`config.mk`:
```
export PLATFORM = sky130hd
export DESIGN_NAME = imem_ctrl_flat
export DESIGN_NICKNAME = d
export VERILOG_FILES = /design/src/rtl/imem_pkg.sv /design/src/rtl/imem_ctrl_if.sv /design/src/rtl/imem_fetch_guard.sv /design/src/rtl/imem_ctrl.sv /design/src/flat_wrapper.sv
export SDC_FILE = /design/constraint.sdc
export NUM_CORES = 1
export LEC_CHECK = 0
export ABC_AREA = 0
export BUFFER_PORTS_ARGS = -buffer_cell sky130_fd_sc_hd__buf_2
export CAP_MARGIN = 20
export CORE_MARGIN = 10
export CORE_UTILIZATION = 26
export CTS_BUF_LIST = sky130_fd_sc_hd__clkbuf_16
export DETAILED_ROUTE_END_ITERATION = 7
export GPL_TIMING_DRIVEN = 0
export MAX_ROUTING_LAYER = met4
export PLACE_DENSITY_LB_ADDON = 0.08
export SLEW_MARGIN = 25
export SYNTH_ARGS = -nofsm -noshare
export SYNTH_HDL_FRONTEND = slang
export SYNTH_SLANG_ARGS = --single-unit
```
`constraint.sdc`:
```
create_clock -name clk -period 1.6 [get_ports clk]
set_clock_uncertainty 0.1 [all_clocks]
set_input_delay 0.08 -clock clk [delete_from_list [all_inputs] [get_ports clk]]
set_output_delay 0.08 -clock clk [all_outputs]
set_load 0.05 [all_outputs]
```
`src/rtl/imem_pkg.sv`:
```
// Shared types and defaults for the instruction-memory controller.
package imem_pkg;

  localparam int unsigned ADDR_W_DEF    = 10;
  localparam logic [31:0] NOP_INSTR_DEF = 32'h0000_0013;

  typedef enum logic {
    ST_BOOT = 1'b0,
    ST_RUN  = 1'b1
  } state_e;

endpackage

```
`src/rtl/imem_ctrl_if.sv`:
```
// Loader, fetch and memory-port signals of imem_ctrl; slave is the controller side.
interface imem_ctrl_if import imem_pkg::*; #(
  parameter int unsigned ADDR_W = ADDR_W_DEF
);

  logic              ld_valid;
  logic              ld_ready;
  logic [31:0]       ld_data;
  logic [31:0]       ld_addr;
  logic              ld_last;

  logic [31:0]       fetch_pc;
  logic [31:0]       fetch_instr;
  logic              fetch_stall;
  logic              fetch_fault;

  logic              mem_we;
  logic [ADDR_W-1:0] mem_addr;
  logic [31:0]       mem_wdata;
  logic [31:0]       mem_rdata;

  modport slave (
    input  ld_valid, ld_data, ld_addr, ld_last, fetch_pc, mem_rdata,
    output ld_ready, fetch_instr, fetch_stall, fetch_fault, mem_we, mem_addr, mem_wdata
  );

  modport master (
    output ld_valid, ld_data, ld_addr, ld_last, fetch_pc, mem_rdata,
    input  ld_ready, fetch_instr, fetch_stall, fetch_fault, mem_we, mem_addr, mem_wdata
  );

endinterface

```
`src/rtl/imem_fetch_guard.sv`:
```
// Fetch PC alignment/range check and NOP substitution on the returned instruction.
module imem_fetch_guard import imem_pkg::*; #(
  parameter int unsigned ADDR_W    = ADDR_W_DEF,
  parameter logic [31:0] NOP_INSTR = NOP_INSTR_DEF
) (
  input  logic              run,
  input  logic              hold,
  input  logic [31:0]       fetch_pc,
  input  logic [31:0]       mem_rdata,
  output logic [ADDR_W-1:0] idx_c,
  output logic              fault_c,
  output logic [31:0]       instr_c
);

  logic misaligned_c;
  logic out_of_range_c;

  assign idx_c          = fetch_pc[ADDR_W+1:2];
  assign misaligned_c   = |fetch_pc[1:0];
  assign out_of_range_c = |fetch_pc[31:ADDR_W+2];

  // Faults are only meaningful once the core is fetching.
  assign fault_c = run & (misaligned_c | out_of_range_c);
  assign instr_c = (hold | fault_c) ? NOP_INSTR : mem_rdata;

endmodule

```
`src/rtl/imem_ctrl.sv`:
```
// Instruction-memory controller: boot loader streaming, core release and fetch port.
// Define IMEM_CTRL_PATCH_EN to let loader writes in RUN preempt fetch (runtime patching).
module imem_ctrl import imem_pkg::*; #(
  parameter int unsigned ADDR_W    = ADDR_W_DEF,
  parameter logic [31:0] NOP_INSTR = NOP_INSTR_DEF
) (
  input  logic              clk,
  input  logic              rst,
  imem_ctrl_if.slave        bus,
  output logic              core_rst_n,
  output logic [ADDR_W:0]   boot_cnt
);

  localparam int unsigned CNT_W = ADDR_W + 1;

  state_e            state_q, state_d;
  logic              boot_done_q, boot_done_d;
  logic [CNT_W-1:0]  boot_cnt_d;

  logic              ld_ready_c;
  logic              mem_we_c;
  logic [ADDR_W-1:0] mem_addr_c;
  logic              stall_c;
  logic [ADDR_W-1:0] fetch_idx_c;
  logic              fetch_fault_c;
  logic [31:0]       fetch_instr_c;

  always_ff @(posedge clk or negedge rst) begin
    if (!rst) begin
      state_q     <= ST_BOOT;
      boot_done_q <= 1'b0;
      boot_cnt    <= '0;
      core_rst_n  <= 1'b0;
    end else begin
      state_q     <= state_d;
      boot_done_q <= boot_done_d;
      boot_cnt    <= boot_cnt_d;
      core_rst_n  <= (state_q == ST_RUN);
    end
  end

  // After the final boot word, spend one BOOT cycle with the loader refused before RUN.
  always_comb begin
    state_d     = state_q;
    boot_done_d = boot_done_q;
    boot_cnt_d  = boot_cnt;
    ld_ready_c  = 1'b0;
    mem_we_c    = 1'b0;
    mem_addr_c  = fetch_idx_c;
    stall_c     = 1'b0;

    case (state_q)
      ST_BOOT: begin
        stall_c    = 1'b1;
        mem_addr_c = boot_cnt[ADDR_W-1:0];
        if (boot_done_q) begin
          state_d = ST_RUN;
        end else begin
          ld_ready_c = 1'b1;
          if (bus.ld_valid) begin
            mem_we_c   = 1'b1;
            boot_cnt_d = CNT_W'(boot_cnt + 1'b1);
            if (bus.ld_last || (boot_cnt[ADDR_W-1:0] == '1)) begin
              boot_done_d = 1'b1;
            end
          end
        end
      end
      ST_RUN: begin
`ifdef IMEM_CTRL_PATCH_EN
        if (bus.ld_valid) begin
          ld_ready_c = 1'b1;
          mem_we_c   = 1'b1;
          stall_c    = 1'b1;
          mem_addr_c = bus.ld_addr[ADDR_W+1:2];
        end
`endif
      end
      default: state_d = ST_BOOT;
    endcase
  end

  imem_fetch_guard #(
    .ADDR_W    (ADDR_W),
    .NOP_INSTR (NOP_INSTR)
  ) u_guard (
    .run       (state_q == ST_RUN),
    .hold      (stall_c),
    .fetch_pc  (bus.fetch_pc),
    .mem_rdata (bus.mem_rdata),
    .idx_c     (fetch_idx_c),
    .fault_c   (fetch_fault_c),
    .instr_c   (fetch_instr_c)
  );

  // Gating with rst drops a write that coincides with reset assertion.
  assign bus.mem_we      = mem_we_c & rst;
  assign bus.mem_addr    = mem_addr_c;
  assign bus.mem_wdata   = bus.ld_data;
  assign bus.ld_ready    = ld_ready_c;
  assign bus.fetch_stall = stall_c;
  assign bus.fetch_fault = fetch_fault_c;
  assign bus.fetch_instr = fetch_instr_c;

`ifdef IMEM_CTRL_PATCH_EN
  logic unused_addr_bits;
  assign unused_addr_bits = ^{bus.ld_addr[31:ADDR_W+2], bus.ld_addr[1:0]};
`else
  logic unused_addr_bits;
  assign unused_addr_bits = ^bus.ld_addr;
`endif

endmodule

```
`src/flat_wrapper.sv`:
```
// flat-port wrapper written by rule: the top's interface ports become plain ports
module imem_ctrl_flat import imem_pkg::*;
#(
  parameter int unsigned ADDR_W    = ADDR_W_DEF,
  parameter logic [31:0] NOP_INSTR = NOP_INSTR_DEF
)
  (clk, rst, core_rst_n, boot_cnt, bus_ld_valid, bus_ld_data, bus_ld_addr, bus_ld_last, bus_fetch_pc, bus_mem_rdata, bus_ld_ready, bus_fetch_instr, bus_fetch_stall, bus_fetch_fault, bus_mem_we, bus_mem_addr, bus_mem_wdata);
  imem_ctrl_if #(.ADDR_W(ADDR_W)) bus_i ();
  input  logic clk;
  input  logic rst;
  output logic core_rst_n;
  output logic [ADDR_W:0] boot_cnt;
  input wire logic [$bits(bus_i.ld_valid)-1:0] bus_ld_valid;
  input wire logic [$bits(bus_i.ld_data)-1:0] bus_ld_data;
  input wire logic [$bits(bus_i.ld_addr)-1:0] bus_ld_addr;
  input wire logic [$bits(bus_i.ld_last)-1:0] bus_ld_last;
  input wire logic [$bits(bus_i.fetch_pc)-1:0] bus_fetch_pc;
  input wire logic [$bits(bus_i.mem_rdata)-1:0] bus_mem_rdata;
  output wire logic [$bits(bus_i.ld_ready)-1:0] bus_ld_ready;
  output wire logic [$bits(bus_i.fetch_instr)-1:0] bus_fetch_instr;
  output wire logic [$bits(bus_i.fetch_stall)-1:0] bus_fetch_stall;
  output wire logic [$bits(bus_i.fetch_fault)-1:0] bus_fetch_fault;
  output wire logic [$bits(bus_i.mem_we)-1:0] bus_mem_we;
  output wire logic [$bits(bus_i.mem_addr)-1:0] bus_mem_addr;
  output wire logic [$bits(bus_i.mem_wdata)-1:0] bus_mem_wdata;
  assign bus_i.ld_valid = bus_ld_valid;
  assign bus_i.ld_data = bus_ld_data;
  assign bus_i.ld_addr = bus_ld_addr;
  assign bus_i.ld_last = bus_ld_last;
  assign bus_i.fetch_pc = bus_fetch_pc;
  assign bus_i.mem_rdata = bus_mem_rdata;
  assign bus_ld_ready = bus_i.ld_ready;
  assign bus_fetch_instr = bus_i.fetch_instr;
  assign bus_fetch_stall = bus_i.fetch_stall;
  assign bus_fetch_fault = bus_i.fetch_fault;
  assign bus_mem_we = bus_i.mem_we;
  assign bus_mem_addr = bus_i.mem_addr;
  assign bus_mem_wdata = bus_i.mem_wdata;
  imem_ctrl #(.ADDR_W(ADDR_W), .NOP_INSTR(NOP_INSTR)) u_core (.clk(clk), .rst(rst), .bus(bus_i), .core_rst_n(core_rst_n), .boot_cnt(boot_cnt));
endmodule
```
* Yosys cells after proc, flatten, opt, wreduce, memory -nomap -nowiden
Cells that the tools add are included.
** Storage, ports and cells
- Register bits :: 14
- Input port bits :: 132
- Output and inout port bits :: 90
- Word-level logic and storage cells :: 29
** Operators by class
- Add/sub/neg operators :: 1
- Equal/unequal tests :: 1
- Muxes and demuxes :: 13
- Bitwise operators :: 6
- Reduce and logical (&&, ||, !) cells :: 4
** Operator list (count)
- two-way mux 32 bit :: 1
- OR reduction 20 bit :: 1
- adder 11 x 1 -> 11 bit, second input constant :: 1
- two-way mux 1 bit :: 11
- equality test 10 bit, second input constant :: 1
- two-way mux 10 bit :: 1
- AND reduction 3 bit :: 1
- bitwise AND 1 bit :: 2
- NOT 1 bit :: 2
- OR 1 bit :: 2
- OR reduction 2 bit :: 1
- logical OR 1 bit :: 1

* Depth between registers and ports, before layout
- Depth in word-level cells :: 5
- Mapped depth :: 4
- Gate-level depth less buffers :: 4

* Modules after synthesis
Synthesis repeated with hierarchy kept, for this count alone.
** Second synthesis, totals
- Cell total of the unflattened synthesis :: 219
- Area total of the unflattened synthesis :: 1946.9 um2
** Modules (own cells, without submodules)
- imem_ctrl :: times used 1, cells an instance 93, area an instance 985.9 um2, seq. area each 350.3 um2
- imem_fetch_guard :: times used 1, cells an instance 126, area an instance 960.9 um2, seq. area each 0.0 um2

* Worst setup path after synthesis
OpenSTA, ideal clock, no wires.
- Path kind :: register -> output
- Start :: register u_core.state_q
- End :: output port bus_fetch_instr[23]
- Arrival :: 2562 ps
- Setup slack :: -1142 ps
- Cell stages (with the launch flop) :: 5
- Path buffers :: 2
- Cells stage by stage :: dfrtp_1 -> buf_6 -> inv_1 -> buf_1 -> nor4_1
** Between the ends
- Cells in the longest elaborated chain, start to end :: 3
** RTL lines
- from (decl) :: RTL line imem_ctrl.sv:16 : state_e state_q, state_d;
- from (signal assigned) :: RTL line imem_ctrl.sv:35 : state_q <= state_d;
- two-way mux 1 bit :: RTL line imem_ctrl.sv:52 : case (state_q)
- via bus_fetch_stall :: RTL line flat_wrapper.sv:21 : output wire logic [$bits(bus_i.fetch_stall)-1:0] bus_fetch_stall;
- OR 1 bit :: RTL line imem_fetch_guard.sv:24 : assign instr_c = (hold | fault_c) ? NOP_INSTR : mem_rdata;
- two-way mux 32 bit :: RTL line imem_fetch_guard.sv:24
- to (decl) :: RTL line flat_wrapper.sv:20 : output wire logic [$bits(bus_i.fetch_instr)-1:0] bus_fetch_instr;
The timed path passes the listed nets, and every way through them passes these cells.

* Final worst setup path
- Start :: register u_core.state_q
- End :: output port bus_fetch_instr[1]
** Between the ends
- Cells in the longest elaborated chain, start to end :: 3
** RTL lines (RTL line)
- two-way mux 1 bit or bitwise AND 1 bit (tied branches) :: imem_ctrl.sv:52, imem_fetch_guard.sv:23
- OR 1 bit (*) :: imem_fetch_guard.sv:24
- two-way mux 32 bit (*) :: imem_fetch_guard.sv:24
Every way passes the cells marked *; elsewhere a longest branch is shown, timed or not.

==> metrics <==
vias in the first global route=2124; synth warn=0; syn avg cell area=7.910 um^2; Leak=about 0.0016 uW; Place WS=-0.1525 ns; Nets=489; outcome=finished, violations left; initial antenna violation count=0; row cnt=26; WP data required=1.42 ns; number of synthesized register bits=14; most common cell in the synthesized netlist=nor4_1; Max FO, Critical Path=4; Residual DRC=0; Via density=4.587; ys async rst share=between 90% and 100%; Final setup viols=47; final wirelength=just under 8 mm; Min-Delay Path Class=in2reg; Worst Max-Slew Pin Slew=about 0.42 ns; post-synthesis sequential area ratio=25.02%; crit path DAT=1.63 ns; Area contributors post-synth=dfrtp_1 (25%), buf_4 (17%), nor4_1 (16%); most frequent cells after synthesis=nor4_1 (35), inv_1 (33), buf_4 (32); Top Ports=222; Cells on Worst Hold Path=2; clock sink total=14; setup slack, reg-to-reg=-0.18 ns; R2R depth=6; multi-input logic area=0.001176 mm^2; CTS Root Cell=clkbuf_16; Synth Cell Area=roughly 0.0014 mm^2; initial core utilization=27.07%; cell count after synthesis=177; dpl hpwl=6.065 mm; minimum clock period after layout=about 1.8 ns; router iterations before antenna repair=4; Slew Limit Headroom=71.92%; post-route cell area=0.003471 mm^2; # diodes=0; Slowest-stage cell, CP=or4_4; fin crit share=113.0%; CTS tree=built; critical path, cell by cell=buf_6, clkinvlp_4, buf_6, or4_4, buf_6; share of layout cells above drive strength 1=79.94%; Critical Path Start Type=flop; CTS Buf Count=3; fmax=0.5529 GHz; clk buf depth=2; crit-path most repeated cell=buf_6; Final Util=67.10%; total power per unit cell area=453.9 mW/mm^2; area grow syn2layout=147.9%; PortBufs=157; failing checks=setup timing; crit-path leading delay family=buffers and inverters; Synthesized Nets=310; Post-synth EDFFs=0; first-pass GRT wire length=11.45 mm; max-slew violation count=0; Yosys cell types=29; post-synth top area share=between 20% and 30%; unrepaired setup endpoints after global routing=true; GRT Overall Usage=16.46%; Overflow after GRT=0; die area=0.008720 mm^2; Critical Path End Type=output port; kind of critical path=reg2out; Worst Hold Margin=between 0.03 and 0.04 ns; crit path buf inv count=4; register area=about 360 um^2; max cap viols=0; Die H=between 90 and 100 um; Max H-tree Level=1; area of the core=0.005172 mm^2; hold path endpoint=u_core.boot_done_q; dpl cell area=approximately 0.0028 mm^2; DIE WIDTH=93.38 um; worst setup margin=-0.2087 ns; Synth area leader=dfrtp_1; Reg-to-Reg End=u_core.boot_cnt[8]; gpl congestion=0.8688; DR vias=1945; initial drt markers=38; Clock Pin Slew Worst Setup and Hold Paths=roughly 0.040 ns; worst skew pair latency=around 0.24 ns; Worst R2R Start=u_core.state_q; worst vdd ir=0.4000 mV; Hold Crit Start=bus_ld_valid; Filler cells=392; ys flop type=dfrtp_1; drt wl/cell=about 18 um; max incr delay on CP=0.50 ns; Overall Power=1575 uW; largest net degree at the start of global routing=16; final hold violation count=0; Routed Antenna Nets=0
-- flip-flops by register name (all words and copies together) (netlist names) --
signal and count:
u_core.boot_cnt 11, u_core.boot_done_q 1, u_core.state_q 1, u_core.core_rst_n 1
-- power breakdown --
| group | internal, uW | leakage, uW | switching, uW |
|---|---|---|---|
| registers | 390 | 0.000155 | 49.4 |
| logic | 230 | 0.00140 | 454 |
| clock network | 325 | 0.0000370 | 126 |
| total | 946 | 0.00159 | 630 |
-- placed cells by master, fill, tap and decap left out, types with 4 or more instances in the layout --
master       n
buf_2      111
buf_4       42
buf_6       47
buf_8        5
clkbuf_16    5
clkbuf_4     5
dfrtp_1      8
dfrtp_2      6
inv_1       31
mux2_2      10
nand2_1      6
nor4_4      34
xnor2_1      4
xor2_1       6
-- worst max path at each step --
stage / start / endpoint / slack [ns] / depth (start not counted)
final: u_core.state_q / bus_fetch_instr[1] / -0.21 / 5
after CTS: u_core.state_q / bus_fetch_instr[0] / -0.22 / 5
after global routing: u_core.state_q / bus_fetch_instr[1] / -0.28 / 5
after detailed placement: u_core.state_q / bus_mem_addr[3] / -0.15 / 4
after floorplan: u_core.state_q / bus_fetch_instr[23] / -0.04 / 4
after global placement: bus_fetch_pc[1] / bus_fetch_instr[17] / -0.12 / 6
-- metal layers --
metal  part of all wire, %  GRT usage, %
met5                     0             -
met4                  0.83         2.185
met3                    11         6.395
met2                    50         28.19
met1                    38         18.06
-- what timing repair did --
action                     in CTS  in global routing
hold endpoints to repair       14                  0
setup endpoints to repair      44                 47
pin swaps                      12                 17
cloned                          2                  1
hold buffers                    1                  0
setup buffers                   8                  6
gates resized for setup        89                 49
-- area by class of cell --
class,instances,share of cell area [%]
timing repair buffer,174,36.05
clock buffer,3,2.163
sequential,14,10.31
inverter,33,3.677
buffer,43,11.39
multi-input combinational,87,33.89
tap,70,2.523
-- through the flow --
stage / TNS [ns] / std cells
2_1_floorplan: -0.7897 / 177
3_3_place_gp: -4.082 / 404
3_5_place_dp: -4.553 / 404
4_1_cts: -6.389 / 418
5_1_grt: -9.072 / 424
6_report: -5.027 / 424
-- cell families (layout without fill, tap and decap cells) --
family,Yosys count,after routing,synth area share (%)
simple gates,62,62,28.24
xor+xnor,10,10,6.255
buf+inv,76,253,29.49
compound gates,4,4,2.056
mux,10,10,8.043
fa+ha+maj,1,1,0.8935
flops,14,14,25.02
No activity file was read; power rests on OpenSTA's default activity.
